==> src/rtl/capture_buffer_ctrl.sv <==
// Capture buffer controller: streams BUFFER_LENGTH I/Q samples into a buffer
// through a write channel, then replays them from the buffer to the output.
module capture_buffer_ctrl #(
    parameter int I_BITS        = 12,
    parameter int Q_BITS        = 12,
    parameter int BUFFER_LENGTH = 64,
    parameter int INDEX_BITS    = 6
) (
    input  logic                         clk,
    input  logic                         reset,
    input  logic                         start,
    input  logic                         abort,
    input  logic                         in_valid,
    output logic                         in_ready,
    input  logic signed [I_BITS-1:0]     in_i,
    input  logic signed [Q_BITS-1:0]     in_q,
    output logic [INDEX_BITS-1:0]        m_axi_waddr,
    output logic [I_BITS+Q_BITS-1:0]     m_axi_wdata,
    output logic                         m_axi_wvalid,
    input  logic                         s_axi_wready,
    input  logic                         s_axi_bvalid,
    input  logic                         s_axi_bresp,
    output logic                         m_axi_bready,
    output logic [INDEX_BITS-1:0]        m_axi_raddr,
    output logic                         m_axi_rvalid,
    output logic                         m_axi_rready,
    input  logic                         s_axi_rvalid,
    input  logic signed [I_BITS-1:0]     buf_i,
    input  logic signed [Q_BITS-1:0]     buf_q,
    output logic                         out_valid,
    input  logic                         out_ready,
    output logic signed [I_BITS-1:0]     out_i,
    output logic signed [Q_BITS-1:0]     out_q,
    output logic                         busy,
    output logic                         done,
    output logic                         error
);

    localparam int CW = INDEX_BITS + 1;
    localparam logic [CW-1:0] LEN = CW'(BUFFER_LENGTH);

    typedef enum logic [1:0] {
        S_IDLE,
        S_FILL,
        S_DRAIN,
        S_DONE
    } state_t;

    state_t                      state_q;
    logic [CW-1:0]               wr_cnt_q;
    logic [CW-1:0]               rsp_cnt_q;
    logic [CW-1:0]               rd_cnt_q;
    logic                        wvalid_q;
    logic [INDEX_BITS-1:0]       waddr_q;
    logic [I_BITS+Q_BITS-1:0]    wdata_q;
    logic                        out_valid_q;
    logic signed [I_BITS-1:0]    out_i_q;
    logic signed [Q_BITS-1:0]    out_q_q;
    logic                        error_q;

    logic          in_fill;
    logic          in_drain;
    logic [CW-1:0] issue_cnt;
    logic          in_fire;
    logic          w_fire;
    logic          b_fire;
    logic          r_fire;
    logic          o_fire;

    assign in_fill  = (state_q == S_FILL);
    assign in_drain = (state_q == S_DRAIN);

    // Address of the next sample: a beat retiring this cycle frees its slot.
    assign issue_cnt = wr_cnt_q + CW'(wvalid_q);

    assign in_ready     = in_fill && (issue_cnt < LEN) && (!wvalid_q || s_axi_wready);
    assign in_fire      = in_valid && in_ready;
    assign w_fire       = wvalid_q && s_axi_wready;
    assign m_axi_bready = in_fill;
    assign b_fire       = s_axi_bvalid && m_axi_bready && (rsp_cnt_q < LEN);

    assign m_axi_rvalid = in_drain && (rd_cnt_q < LEN);
    assign m_axi_raddr  = rd_cnt_q[INDEX_BITS-1:0];
    assign m_axi_rready = in_drain && (!out_valid_q || out_ready);
    assign r_fire       = s_axi_rvalid && m_axi_rready && m_axi_rvalid;
    assign o_fire       = out_valid_q && out_ready;

    assign m_axi_waddr  = waddr_q;
    assign m_axi_wdata  = wdata_q;
    assign m_axi_wvalid = wvalid_q;
    assign out_valid    = out_valid_q;
    assign out_i        = out_i_q;
    assign out_q        = out_q_q;
    assign error        = error_q;
    assign busy         = in_fill || in_drain;
    assign done         = (state_q == S_DONE);

    // NOTE: all state lives in this one block and uses non-blocking assignments,
    // so every read inside it sees the pre-edge value regardless of statement order.
    always_ff @(posedge clk or posedge reset) begin
        if (reset) begin
            state_q     <= S_IDLE;
            wr_cnt_q    <= '0;
            rsp_cnt_q   <= '0;
            rd_cnt_q    <= '0;
            wvalid_q    <= 1'b0;
            waddr_q     <= '0;
            wdata_q     <= '0;
            out_valid_q <= 1'b0;
            out_i_q     <= '0;
            out_q_q     <= '0;
            error_q     <= 1'b0;
        end else if (abort) begin
            // NOTE: counters and error are left alone here; FILL entry re-arms them.
            state_q     <= S_IDLE;
            wvalid_q    <= 1'b0;
            out_valid_q <= 1'b0;
        end else begin
            case (state_q)
                S_IDLE: begin
                    if (start) begin
                        state_q     <= S_FILL;
                        wr_cnt_q    <= '0;
                        rsp_cnt_q   <= '0;
                        rd_cnt_q    <= '0;
                        error_q     <= 1'b0;
                        wvalid_q    <= 1'b0;
                        out_valid_q <= 1'b0;
                    end
                end

                S_FILL: begin
                    if (in_fire) begin
                        wdata_q  <= {in_i, in_q};
                        waddr_q  <= issue_cnt[INDEX_BITS-1:0];
                        wvalid_q <= 1'b1;
                    end else if (w_fire) begin
                        wvalid_q <= 1'b0;
                    end

                    if (w_fire) begin
                        wr_cnt_q <= wr_cnt_q + 1'b1;
                    end

                    if (b_fire) begin
                        rsp_cnt_q <= rsp_cnt_q + 1'b1;
                        if (s_axi_bresp) begin
                            error_q <= 1'b1;
                        end
                    end

                    if ((wr_cnt_q == LEN) && (rsp_cnt_q == LEN)) begin
                        state_q <= S_DRAIN;
                    end
                end

                S_DRAIN: begin
                    if (r_fire) begin
                        out_i_q     <= buf_i;
                        out_q_q     <= buf_q;
                        out_valid_q <= 1'b1;
                        rd_cnt_q    <= rd_cnt_q + 1'b1;
                    end else if (o_fire) begin
                        out_valid_q <= 1'b0;
                    end

                    if ((rd_cnt_q == LEN) && !out_valid_q) begin
                        state_q <= S_DONE;
                    end
                end

                S_DONE: begin
                    state_q <= S_IDLE;
                end

                default: begin
                    state_q <= S_IDLE;
                end
            endcase
        end
    end

endmodule
==> config.mk <==
export PLATFORM = sky130hd
export DESIGN_NAME = capture_buffer_ctrl
export DESIGN_NICKNAME = d
export VERILOG_FILES = /design/src/rtl/capture_buffer_ctrl.sv
export SDC_FILE = /design/constraint.sdc
export NUM_CORES = 1
export LEC_CHECK = 0
export ABC_AREA = 1
export BUFFER_PORTS_ARGS = -buffer_cell sky130_fd_sc_hd__buf_2
export CAP_MARGIN = 20
export CORE_AREA = 10 10 98 100
export DETAILED_ROUTE_END_ITERATION = 10
export DIE_AREA = 0 0 108 110
export GPL_TIMING_DRIVEN = 0
export PLACE_DENSITY = 0.91
export SLEW_MARGIN = 20
export SYNTH_ARGS = -nofsm -noshare
export SYNTH_HDL_FRONTEND = slang
export SYNTH_SLANG_ARGS = --single-unit
==> constraint.sdc <==
create_clock -name clk -period 3.2 [get_ports clk]
set_input_delay 0.32 -clock clk [delete_from_list [all_inputs] [get_ports clk]]
set_output_delay 0.32 -clock clk [all_outputs]
set_load 0.1 [all_outputs]
After elaboration in Yosys (flattened, before gate mapping):

Index checks and enable logic that the tools add are counted.

* flip-flop bits (word level): 80
* input bits: 58
* output and inout port bits: 69
* logic and storage cells: 91

* $add $sub $neg: 4
* order comparisons: 3
* equality and inequality tests: 16
* multiplexer cells: 24
* bitwise logic cells: 1
* reductions and logical operators: 32

Operator list (count)
* $pmux 7 s2: 3
* $mux 7: 4
* $add 7x1->7 const B: 3
* $eq 7x7->1 const B: 3
* $lt 7x7->1 const B: 3
* $reduce_and 3->1: 5
* $logic_and 1x1->1: 13
* $reduce_and 4->1: 3
* $mux 1: 9
* $mux 2: 4
* $ne 4x2->1 const B: 2
* $pmux 2 s4: 1
* $add 7x1->7: 1
* $ne 2x1->1 const B: 3
* $ne 3x2->1 const B: 2
* $pmux 1 s2: 3
* $reduce_bool 3->1: 2
* $reduce_and 5->1: 1
* $eq 2x2->1 const B: 2
* $ne 2x2->1 const B: 2
* $reduce_bool 2->1: 2
* $logic_or 1x1->1: 3
* $ne 3x3->1 const B: 1
* $eq 2x1->1 const B: 1
* other kinds (3): 4

Logic depth before layout (Yosys ltp):

* depth after elaboration: 8
* gate-level depth with buffers: 12

Least setup slack after synthesis:

OpenSTA, ideal clock, no wires.

* path kind: flip-flop to flip-flop
* start point: reg state_q[1]
* end point: reg wdata_q[3] (netlist: m_axi_wdata[3])
* library setup time: 0.120 ns
* arrival time: 2.941 ns
* data required time: 3.080 ns
* setup slack: 0.139 ns
* cell stages (with the launch flop): 12
* path buffers: 2
* clock period less this slack: 3.061 ns
* cells stage by stage: dfrtp_1 > inv_1 > ha_1 > buf_4 > inv_4 > a21oi_1 > nand2_1 > nor2_4 > nand3_4 > buf_2 > nand2_1 > nand2_1

* cells in the longest elaborated chain, start to end: 5

RTL lines
* start: declaration: RTL line 49 `state_t state_q;`
* start signal: assignment: RTL line 102 `state_q <= S_IDLE;`
* start signal: assignment: RTL line 115 `state_q <= S_IDLE;`
* start signal: assignment: RTL line 122 `state_q <= S_FILL;`
* $eq 2x1->1: RTL line 70 `assign in_fill = (state_q == S_FILL);`
* net m_axi_bready: RTL line 23 `output logic m_axi_bready,`
* $logic_and 1x1->1 (2 in series): RTL line 76 `assign in_ready = in_fill && (issue_cnt < LEN) && (!wvalid_q || s_axi_wready);`
* net in_ready: RTL line 14 `output logic in_ready,`
* $logic_and 1x1->1: RTL line 77 `assign in_fire = in_valid && in_ready;`
* $reduce_and 3->1 (no source line)
* end signal: assignment: RTL line 134 `wdata_q <= {in_i, in_q};`
* end: declaration: RTL line 55 `logic [I_BITS+Q_BITS-1:0] wdata_q;`

The timed path passes the listed nets, and every way through them passes these cells.
A chain may end at the register's enable or synchronous reset.

Final worst setup path:

* start point: reg state_q[1]
* end point: out in_ready

* cells in the longest elaborated chain, start to end: 3

RTL lines (RTL line)
* $eq 2x1->1: 70
* $logic_and 1x1->1 (2 in series): 76
* end: declaration: 14

Every way passes these cells.

==> metrics.cfg <==
[run_status]
status = complete, no violations

[floorplanning]
fp.dieH_um = 110
num_rows = 32
die_w_um = 108
core_sq_mm = 0.00765
start_util_pct = 50.5
io_pins = 127
die-area_sq_mm = 0.0119

[place]
dpl.hpwl_um = 7600
port_buffers = 126
place.gp.congestion = 0.866

[clock_tree]
cts_htree_levels = 3
clock_latency_ps = 350
cts_tree = done
cts_num_sinks = 80
clk_pin_slew_ps = 90
cts_made_buffers = 9
cts_root_buf = clkbuf_8
cts_resized = 0
cts_buffer_depth = 2

[finish]
regArea_sq_mm = 0.00200
drive_gt1_share_pct = 36.5
mostFrequentLayoutCells = 134 x buf_2, 134 x nand2_1, 80 x dfrtp_1
n_fill_cell = 635
nets = 630
antenna_cells = 0
synthToLayoutAreaGrowth_pct = 25.6
multi_input_area_sq_mm = 0.00160

[routing]
first_iter_violations = 102
drc_errors = 0
vias_per_cell = 4.96
via_count = 3305
ant_nets = 0
wl_per_cell_um = 14.4
dr.pass1.iters = 4
wl_um = 9610

[global_route]
grt-ovfl-total = 0
met1_usage_pct = 18.1
grt_usage_pct = 16.2
met2_usage_pct = 27.5
grt_max_degree = 51
top_usage_layer = met2
grt_pass1_vias = 3348
grt_pass1_wl_um = 15700
grt_antenna_before_repair = 0
met3_usage_pct = 6.33

[timing]
fin_crit_sh_pct = 78.1
max_freq_ghz = 0.400
layout_min_cycle_time_ps = 2500
hold_viol = 0
maxSlewHeadroom_pct = 66.2
setup-violations-final = 0
tightest_slew_ps = 510
fin_skew_ps = 13.5
setup_tns_ps = 0
slew_viol_final = 0
grt_setup_unrepaired = false

[run]
maxCapViolations = 0

[yosys]
syn-num-nets = 491
syn_area_sq_mm = 0.00386
synth_warnings = 0
synthDistinctLibCells = 30
ys_ff_latch = 80
syn_area_per_cell_sq_um = 9.17
ys_seq_area_share_pct = 51.9
syn_inst = 421

[worst_hold_path]
hold_class = input port to flip-flop

[critical_path]
cp.arrival_ps = 2180
crit_required_ps = 2880
criticalPathCategory = flip-flop to output pin
r2r_cells = 7
r2r_end = out_q[10]
reg2reg_slack_ps = 1180
start_kind = flip-flop
critPathCaptureType = output pin
rr_startpoint = state_q[0]
path_max_fanout = 10
startpoint = state_q[1]
critPathCapture = in_ready

## metrics by stage
step	cell area (sq um)	utilization [%]	hold WS, ps	setup WS [ps]	std cells
finish	4850	63.4	165	700	667
global route	4850	63.4	157	574	667
CTS	4850	63.4	151	679	667
detailed placement	4650	60.8	349	1070	650
global placement	4620	60.4	457	10.2	649
floorplan	3860	-	424	139	421
## layer usage
layer	vias to the layer above	part of all wire, %
li1	1620	-
met3	13	10
met2	121	49
met4	0	1.5
met1	1551	39
met5	-	0
## critical path: stages, from the launching register on
cell and delay [ps]:
dfrtp_1 430, inv_1 110, ha_1 170, buf_4 180
inv_4 80, a21oi_1 170, nand2_1 120, nor2_4 130
buf_2 450
## cell type report
class / instances / share of cell area, %
Buffer: 17 / 2.56
Clock buffer: 10 / 2.84
Clock inverter: 6 / 1.06
Inverter: 35 / 2.87
Tap cell: 102 / 2.63
Sequential cell: 80 / 41.3
Timing Repair Buffer: 128 / 13.8
Multi-Input combinational cell: 289 / 33.0
## synth_stat cells
library cell | instances | area, sq um
nand3_4 | 1 | 17.5
a22oi_1 | 1 | 7.51
inv_4 | 2 | 12.5
nor3_1 | 7 | 35.0
o21bai_1 | 1 | 7.51
inv_2 | 1 | 3.75
nor2_2 | 1 | 6.26
o21ai_0 | 17 | 85.1
o31ai_1 | 3 | 22.5
nand4_1 | 6 | 37.5
nand3_2 | 1 | 10.0
o21ai_1 | 5 | 25.0
nand3_1 | 22 | 110
buf_12 | 1 | 20.0
mux2_2 | 24 | 270
inv_1 | 32 | 120
xnor2_1 | 4 | 35.0
a21oi_1 | 6 | 30.0
buf_2 | 8 | 40.0
dfrtp_1 | 80 | 2000
buf_4 | 7 | 52.6
nor2_4 | 1 | 11.3
xor2_1 | 5 | 43.8
nand2_2 | 12 | 75.1
o21ai_2 | 2 | 17.5
nand2_1 | 134 | 503
nor2_1 | 22 | 82.6
ha_1 | 12 | 150
nor3b_1 | 2 | 15.0
buf_6 | 1 | 11.3
## flip-flops by register name, summed over array words and instances, names as in the netlist
name,cells
out_i,12
state_q,2
m_axi_wdata,24
error,1
out_valid,1
wr_cnt_q,7
m_axi_waddr,6
m_axi_wvalid,1
rsp_cnt_q,7
rd_cnt_q,7
out_q,12
## how the worst min path moves through the flow
stage | startpoint | end | slack (ps) | cells past startpoint
2_1_floorplan | in_q[0] | m_axi_wdata[0] | 420 | 2
3_3_place_gp | m_axi_wdata[8] | m_axi_wdata[8] | 460 | 2
3_5_place_dp | reset | out_q[10] | 350 | 2
4_1_cts | in_i[3] | m_axi_wdata[15] | 150 | 3
5_1_grt | in_q[9] | m_axi_wdata[9] | 160 | 3
6_report | in_i[3] | m_axi_wdata[15] | 160 | 3
## repair_timing
item                                   4_1_cts  5_1_grt
hold buffers                                 1        0
setup buffers                                0        0
endpoints found under the hold margin       30        0
## kinds of logic after synthesis
group           after synthesis  share of synthesized area, %
flops                        80                          51.9
simple gates                209                          23.4
buf+inv                      52                          6.74
fa+ha+maj                    12                          3.89
compound gates               35                          5.06
mux                          24                          7.00
xor+xnor                      9                          2.04
Power is left out: the tool's default activity adds up to more than one toggle a clock period on the data nets, which glitch-free logic cannot reach.
